--- src/rtl/serial_compare_pkg.sv ---
// Shared types and defaults for the serial magnitude comparator.
package compare_pkg;

  localparam int CMP_WIDTH_DEFAULT = 32;
  localparam int CMP_CHUNK_DEFAULT = 4;

  typedef enum logic [1:0] {
    IDLE = 2'd0,
    SCAN = 2'd1,
    DONE = 2'd2
  } cmp_state_e;

  typedef struct packed {
    logic lt;
    logic eq;
  } cmp_rsp_t;

endpackage

--- src/rtl/serial_compare_chunk.sv ---
// Combinational unsigned compare of one CHUNK-bit slice of the operands.
module compare_chunk #(
  parameter int CHUNK = 4
) (
  input  logic [CHUNK-1:0] a_chunk,
  input  logic [CHUNK-1:0] b_chunk,
  output logic             lt,
  output logic             eq
);

  assign lt = (a_chunk < b_chunk);
  assign eq = (a_chunk == b_chunk);

endmodule

--- src/rtl/serial_compare.sv ---
// Multi-cycle MSB-first magnitude comparator with valid/ready handshakes.
// Optional feature macro: SERIAL_COMPARE_EARLY_EXIT_EN (stop scanning at the
// first differing chunk). Without it every request scans all N chunks and a
// sticky "decided" flag keeps the first differing chunk's verdict.
module serial_compare
  import compare_pkg::*;
#(
  parameter int WIDTH = CMP_WIDTH_DEFAULT,
  parameter int CHUNK = CMP_CHUNK_DEFAULT
) (
  input  logic             clk,
  input  logic             rst_n,
  input  logic             flush,
  input  logic             req_valid,
  output logic             req_ready,
  input  logic [WIDTH-1:0] a,
  input  logic [WIDTH-1:0] b,
  input  logic             is_signed,
  output logic             rsp_valid,
  input  logic             rsp_ready,
  output logic [31:0]      out_data,
  output logic             eq,
  output logic             busy
);

  localparam int N  = WIDTH / CHUNK;
  localparam int CW = (N > 1) ? $clog2(N) : 1;
  localparam logic [CW-1:0] J_LAST = CW'(N - 1);

  generate
    if ((WIDTH % CHUNK) != 0) begin : g_width_check
      $error("serial_compare: WIDTH must be a multiple of CHUNK");
    end
  endgenerate

  cmp_state_e       state_q, state_d;
  logic [WIDTH-1:0] a_q, a_d;
  logic [WIDTH-1:0] b_q, b_d;
  logic [CW-1:0]    j_q, j_d;
  cmp_rsp_t         rsp_q, rsp_d;
  logic             rsp_valid_q, rsp_valid_d;
  logic             req_ready_q, req_ready_d;
  logic             busy_q, busy_d;
  logic             out_lt_q, out_lt_d;
  logic             eq_q, eq_d;
`ifndef SERIAL_COMPARE_EARLY_EXIT_EN
  logic             decided_q, decided_d;
`endif

  logic [CHUNK-1:0] a_chunk, b_chunk;
  logic             chunk_lt, chunk_eq;

  // Select chunk j of the captured operands, j=0 being the most significant.
  always_comb begin
    a_chunk = '0;
    b_chunk = '0;
    for (int k = 0; k < N; k++) begin
      if (j_q == CW'(k)) begin
        a_chunk = a_q[WIDTH-1-k*CHUNK -: CHUNK];
        b_chunk = b_q[WIDTH-1-k*CHUNK -: CHUNK];
      end
    end
  end

  compare_chunk #(.CHUNK(CHUNK)) u_chunk (
    .a_chunk (a_chunk),
    .b_chunk (b_chunk),
    .lt      (chunk_lt),
    .eq      (chunk_eq)
  );

  // Next-state logic: capture, chunk scan, result hold and flush handling.
  always_comb begin
    state_d = state_q;
    a_d     = a_q;
    b_d     = b_q;
    j_d     = j_q;
    rsp_d   = rsp_q;
`ifndef SERIAL_COMPARE_EARLY_EXIT_EN
    decided_d = decided_q;
`endif
    case (state_q)
      IDLE: begin
        if (!flush && req_valid) begin
          a_d = a;
          b_d = b;
          // Flipping the sign bits maps two's-complement order onto unsigned order.
          if (is_signed) begin
            a_d[WIDTH-1] = ~a[WIDTH-1];
            b_d[WIDTH-1] = ~b[WIDTH-1];
          end
          j_d     = '0;
          rsp_d   = '0;
`ifndef SERIAL_COMPARE_EARLY_EXIT_EN
          decided_d = 1'b0;
`endif
          state_d = SCAN;
        end
      end
      SCAN: begin
        if (flush) begin
          j_d     = '0;
          state_d = IDLE;
        end else begin
`ifdef SERIAL_COMPARE_EARLY_EXIT_EN
          if (!chunk_eq) begin
            rsp_d.lt = chunk_lt;
            rsp_d.eq = 1'b0;
            state_d  = DONE;
          end else if (j_q == J_LAST) begin
            rsp_d.lt = 1'b0;
            rsp_d.eq = 1'b1;
            state_d  = DONE;
          end else begin
            j_d = j_q + CW'(1);
          end
`else
          if (!decided_q && !chunk_eq) begin
            decided_d = 1'b1;
            rsp_d.lt  = chunk_lt;
          end
          if (j_q == J_LAST) begin
            rsp_d.eq = !decided_q && chunk_eq;
            state_d  = DONE;
          end else begin
            j_d = j_q + CW'(1);
          end
`endif
        end
      end
      DONE: begin
        if (flush || rsp_ready) begin
          j_d     = '0;
          state_d = IDLE;
        end
      end
      default: begin
        state_d = IDLE;
      end
    endcase
    rsp_valid_d = (state_d == DONE);
    req_ready_d = (state_d == IDLE);
    busy_d      = (state_d != IDLE);
    out_lt_d    = (state_d == DONE) ? rsp_d.lt : 1'b0;
    eq_d        = (state_d == DONE) ? rsp_d.eq : 1'b0;
  end

  // State and registered outputs; reset drops any in-flight comparison.
  always_ff @(posedge clk or negedge rst_n) begin
    if (!rst_n) begin
      state_q     <= IDLE;
      a_q         <= '0;
      b_q         <= '0;
      j_q         <= '0;
      rsp_q       <= '0;
      rsp_valid_q <= 1'b0;
      req_ready_q <= 1'b1;
      busy_q      <= 1'b0;
      out_lt_q    <= 1'b0;
      eq_q        <= 1'b0;
`ifndef SERIAL_COMPARE_EARLY_EXIT_EN
      decided_q   <= 1'b0;
`endif
    end else begin
      state_q     <= state_d;
      a_q         <= a_d;
      b_q         <= b_d;
      j_q         <= j_d;
      rsp_q       <= rsp_d;
      rsp_valid_q <= rsp_valid_d;
      req_ready_q <= req_ready_d;
      busy_q      <= busy_d;
      out_lt_q    <= out_lt_d;
      eq_q        <= eq_d;
`ifndef SERIAL_COMPARE_EARLY_EXIT_EN
      decided_q   <= decided_d;
`endif
    end
  end

  assign req_ready = req_ready_q;
  assign rsp_valid = rsp_valid_q;
  assign busy      = busy_q;
  assign eq        = eq_q;
  assign out_data  = {31'b0, out_lt_q};

endmodule

--- config.mk ---
export PLATFORM = sky130hd
export DESIGN_NAME = serial_compare
export DESIGN_NICKNAME = d
export VERILOG_FILES = /design/src/rtl/serial_compare_pkg.sv /design/src/rtl/serial_compare_chunk.sv /design/src/rtl/serial_compare.sv
export SDC_FILE = /design/constraint.sdc
export NUM_CORES = 1
export LEC_CHECK = 0
export ABC_AREA = 1
export ABC_CLOCK_PERIOD_IN_PS = 6000
export CAP_MARGIN = 10
export CORE_MARGIN = 10
export CORE_UTILIZATION = 40
export CTS_CLUSTER_DIAMETER = 30
export DETAILED_ROUTE_END_ITERATION = 10
export GPL_TIMING_DRIVEN = 1
export PLACE_DENSITY = 0.64
export SYNTH_ARGS = -nofsm -noshare
export SYNTH_HDL_FRONTEND = slang
export SYNTH_SLANG_ARGS = --single-unit
--- constraint.sdc ---
create_clock -name clk -period 6 [get_ports clk]
set_clock_uncertainty 0.2 [all_clocks]
set_input_delay 0.9 -clock clk [delete_from_list [all_inputs] [get_ports clk]]
set_output_delay 0.9 -clock clk [all_outputs]
set_load 0.02 [all_outputs]
Word level (Yosys, flattened, before mapping)
Cells that the tools add are included.
{"block": "totals", "regBits": 77, "latch_bits": 0, "ramBits": 0, "rom_bits": 0, "in_bits": 70, "elab_cells": 87, "n_memories": 0}
{"block": "classes", "n_addsub": 1, "mul": 0, "div": 0, "order_cmp": 1, "eq_ne": 16, "n_shift": 0, "n_mux": 39, "n_bitwise": 2, "n_reduce_logical": 16}
{"cell": "2-to-1 mux 4 bit", "count": 16}
{"cell": "equality test 3 bit, second input constant", "count": 4}
{"cell": "2-to-1 mux 2 bit", "count": 6}
{"cell": "2-to-1 mux 3 bit", "count": 4}
{"cell": "2-to-1 mux 1 bit", "count": 9}
{"cell": "one-hot mux 3 bit (3 select lines)", "count": 1}
{"cell": "!= test 2 bit, second input constant", "count": 4}
{"cell": "AND reduction 4 bit", "count": 2}
{"cell": "equality test 3 x 2 -> 1 bit, second input constant", "count": 2}
{"cell": "one-hot mux 2 bit (3 select lines)", "count": 1}
{"cell": "equality test 2 bit, second input constant", "count": 2}
{"cell": "equality test 4 bit", "count": 1}
{"cell": "logical NOT 2 bit", "count": 2}
{"cell": "less-than comparator 4 bit", "count": 1}
{"cell": "one-hot mux 2 bit (2 select lines)", "count": 1}
{"cell": "nonzero test 2 bit", "count": 2}
{"cell": "adder 3 x 1 -> 3 bit, second input constant", "count": 1}
{"cell": "equality test 3 x 1 -> 1 bit, second input constant", "count": 1}
{"cell": "logical AND 1 bit", "count": 3}
{"cell": "logical NOT 1 bit", "count": 3}
{"cell": "logical NOT 3 bit", "count": 1}
{"cell": "!= test 3 bit, second input constant", "count": 1}
{"cell": "nonzero test 3 bit", "count": 1}
{"cell": "equality test 2 x 1 -> 1 bit, second input constant", "count": 1}
{"cell": "4 further kinds", "count": 5}

Longest topological paths before layout
{"block": "logic_depth", "ltp_word": 16, "depth_mapped": 21}

Cells and area by module
From an unflattened synthesis, not the netlist that was laid out.
{"block": "unflattened", "cells_unflattened": 577, "hier_area_um2": 4166.5}
{"module": "serial_compare", "n_inst": 1, "cells_per_inst": 557, "area_each_um2": 4048.9, "seq_area_each_um2": 1928.1}
{"module": "compare_chunk", "n_inst": 1, "cells_per_inst": 20, "area_each_um2": 117.6, "seq_area_each_um2": 0.0}

Worst setup path before layout
Ideal clock, no wire load.
{"block": "synth_timing", "kind": "reg-to-reg", "startpoint": "register j_q[0]", "endpoint": "register out_lt_q", "setup_time_ps": 130, "arrival_time_ps": 2265, "path_slack_ps": 3406, "path_stages_with_launch": 18, "path_cell_list": "dfrtp_1 ha_1 ha_1 inv_1 buf_2 nor2_1 nor2_1 nand2_1 nand2_1 nand2_1 nand2_1 a21oi_1 ha_1 nand2_1 o21ai_0 nor2_1 o211ai_1 a21oi_1"}
{"block": "synth_via", "elab_chain_len": 16}
{"element": "start: declaration", "line_no": "serial_compare.sv:39", "rtl": "logic [CW-1:0] j_q, j_d;"}
{"element": "start signal: assignment", "line_no": "serial_compare.sv:168", "rtl": "j_q <= j_d;"}
{"element": "branches (longest 15 deep; another with less-than comparator 4 bit)"}
{"element": "2-to-1 mux 1 bit *", "line_no": "serial_compare.sv:144", "rtl": "out_lt_d = (state_d == DONE) ? rsp_d.lt : 1'b0;"}
{"element": "named net out_lt_d", "line_no": "serial_compare.sv:44", "rtl": "logic out_lt_q, out_lt_d;"}
{"element": "end signal: assignment", "line_no": "serial_compare.sv:173", "rtl": "out_lt_q <= out_lt_d;"}
{"element": "end: declaration", "line_no": "serial_compare.sv:44"}
Mark *: on every way through the listed nets, which the timed path passes.
A chain may end at the register's enable or synchronous reset.

==> run metrics <==
register area share after synthesis=46.4%; fin crit share=52.0%; grt ovf=0; clk slew on worst S/H paths=80 ps; Required @ worst endpoint=6030 ps; Gate Count Post-Synth=562; Yosys cell types=31; Critical Path Sink Type=flip-flop; largest net degree at the start of global routing=78; post-cts resize count=0; most common cell after layout, fill and taps aside=nand2_1; Critical Path Most Common Cell=nand2_1; Tmin final=3120 ps; final setup margin=2880 ps; initial core utilization=40.6%; worst path cell trace=inv_8 > ha_1 > inv_1 > or2_2 > nand3_1 > nand2_1 > a21oi_1 > nor2_1 > ha_1 > nand2_1 > o21ai_0 > nor2_1 > o211ai_1 > nand2_1; share of cells above drive strength 1=5.37%; initial antenna violation count=0; Peak VDD IR=0.000110 V; dpl cells=753; port bufs=74; final RePlAce weighted congestion=0.799; CTS tree=done; Post-Syn Area=4160 um2; pwr dens=305 nW/um2; Worst Path Max Fanout=13; RSZ-0062 raised after global routing=false; 1st-iter DRT viols=197; die height=122 um; H-tree lvl count=3; number of diodes=0; Synth Area per Inst=7.39 um2; DRT Pass-1 Iters=4; crit path DAT=3150 ps; total track usage=13.6%; number of global-route vias before repair=3,499; fill count=1,030; max_cap viols=0; total clock sinks=77; post-route ant nets=0; Setup Fix Bufs, Post-CTS=0; worst r2r path cells=14; Die X=122 um; # IOs=106; RR Startpoint=j_q[2]; Worst Hold Class=flip-flop to flip-flop; vias per cell=4.41; dpl hpwl=7370 um; maximum clock rate=321 MHz; Hold EP=a_q[21]; WL final=9540 um; Startpoint Class=flip-flop; routed len/inst=12.4 um; outcome=finished, final reports clean; hold_buf cts=0; Post-Layout Cell Count=769; # DRC=0; Hold Path Origin=a_q[21]; slowest stage delay, CP=510 ps; setup TNS=0 ps; P_leak=0.00276 uW; Core Region=10,200 um2; Max Slew Vio Count=0; area occupied by multi-input gates=1840 um2; Slew headroom=36.9%; clk buf depth=2; FF-to-FF setup slack=2880 ps; worst-skew pair later-pin latency=350 ps; dpl ws=2760 ps; die area=14,900 um2; largest cells by area after synthesis=dfrtp_1, nand2_1, buf_4; Num CTS Buffers=9; Final setup viols=0; top-area cell type share of the netlist area=45.8%; Hold Vio Cnt, Final=0; global-route wire length before repair=16,400 um; #FFs+latches synth=77; Hold Path Cell Cnt=2; Yosys top cell by area=dfrtp_1; clk root buf=clkbuf_8; routed via count=3,389; register area=1930 um2; Ys Warns=0; num rows=37; Area Growth Syn to Fin=22.4%; worst slew pin tran=946 ps; final net count=708; CP max stage cell=dfrtp_1; commonest cells after routing, fill and taps aside=nand2_1, dfrtp_1, clkdlybuf4s50_1, nor2_1, inv_1; kind of critical path=flip-flop to flip-flop; Worst R2R End=rsp_q[1]
[flip-flops by register name, indices dropped and copies added (netlist names)]
name	count
eq	1
busy	1
rsp_q	2
rsp_valid	1
j_q	3
decided_q	1
out_lt_q	1
req_ready	1
a_q	32
b_q	32
state_q	2
[worst max-delay path: cells and delay by family, from the launching register on]
| kind | cells | cell delay [ps] |
|---|---|---|
| and+or+nand+nor | 7 | 810 |
| AOI/OAI and AO/OA | 3 | 620 |
| DFF | 1 | 510 |
| adders and majority gates | 2 | 510 |
| buffers and inverters | 2 | 350 |
[synthesized netlist by cell type]
| cell type | count |
|---|---|
| ha_1 | 10 |
| buf_2 | 13 |
| o211ai_1 | 2 |
| or2_2 | 6 |
| xnor2_1 | 2 |
| nand2_1 | 278 |
| conb_1 | 1 |
| o22ai_1 | 1 |
| nand2_4 | 2 |
| inv_2 | 2 |
| nor2_1 | 39 |
| o21ai_0 | 8 |
| a22o_1 | 1 |
| or2_1 | 1 |
| a21oi_2 | 1 |
| dfstp_2 | 1 |
| buf_6 | 3 |
| o31ai_1 | 1 |
| nor2_2 | 1 |
| or2_0 | 5 |
| inv_8 | 1 |
| nand3_1 | 25 |
| a21boi_1 | 1 |
| nand2_2 | 1 |
| a211oi_2 | 1 |
| dfrtp_1 | 76 |
| buf_4 | 33 |
| a21oi_1 | 8 |
| clkbuf_1 | 2 |
| nor3_1 | 1 |
| inv_1 | 35 |
[through the flow]
| stage | area, um2 | hold WS (ps) | util, % | power (uW) |
|---|---|---|---|---|
| after floorplan | 4270 | 234 | - | 961 |
| after global placement | 4840 | 248 | 47.4 | 1080 |
| after detailed placement | 4840 | 251 | 47.4 | 1100 |
| after CTS | 5080 | 270 | 49.7 | 1570 |
| after global routing | 5080 | 294 | 49.7 | 1680 |
| final | 5080 | 266 | 49.7 | 1550 |
[routing by layer]
| layer | track usage [%] | part of all wire (%) | up-vias | routed length [um] |
|---|---|---|---|---|
| li1 | - | - | 1775 | - |
| met1 | 17.7 | 46 | 1517 | 4420 |
| met2 | 20.9 | 45 | 88 | 4300 |
| met3 | 4.35 | 7.6 | 9 | 725 |
| met4 | 4.47 | 0.95 | 0 | 91 |
| met5 | 0 | 0 | - | 0 |
[power by group]
group          internal (uW)  switching (uW)  total [uW]
Combinational            165             249         414
Clock                    287             183         470
Sequential               614            54.4         669
[layout make-up]
| class | count | share of cell area (%) |
|---|---|---|
| clock buffers | 12 | 2.85 |
| flip-flops and latches | 77 | 37.9 |
| inverters | 38 | 2.95 |
| clock inverters | 4 | 1.87 |
| well taps | 136 | 3.35 |
| multi-input cells | 426 | 36.2 |
| repair buffers | 76 | 14.8 |
[worst max-delay path by stage]
stage / cells after the start / startpoint / endpoint / slack, ps
CTS: 14 / j_q[2] / rsp_q[1] / 2860
global route: 14 / j_q[2] / rsp_q[1] / 2450
floorplan: 17 / j_q[0] / out_lt_q / 3410
global placement: 7 / flush / a_q[31] / 2810
detailed placement: 7 / flush / a_q[31] / 2760
finish: 14 / j_q[2] / rsp_q[1] / 2880
[kinds of logic after synthesis]
group | share of synthesized area [%]
adders and majority gates | 3.01
other | 0.0902
DFF | 46.4
AOI/OAI and AO/OA | 3.52
buffers and inverters | 12.1
and+or+nand+nor | 34.4
xor gates and xnor gates | 0.422
Note: power is estimated with default switching activity, not from simulation.
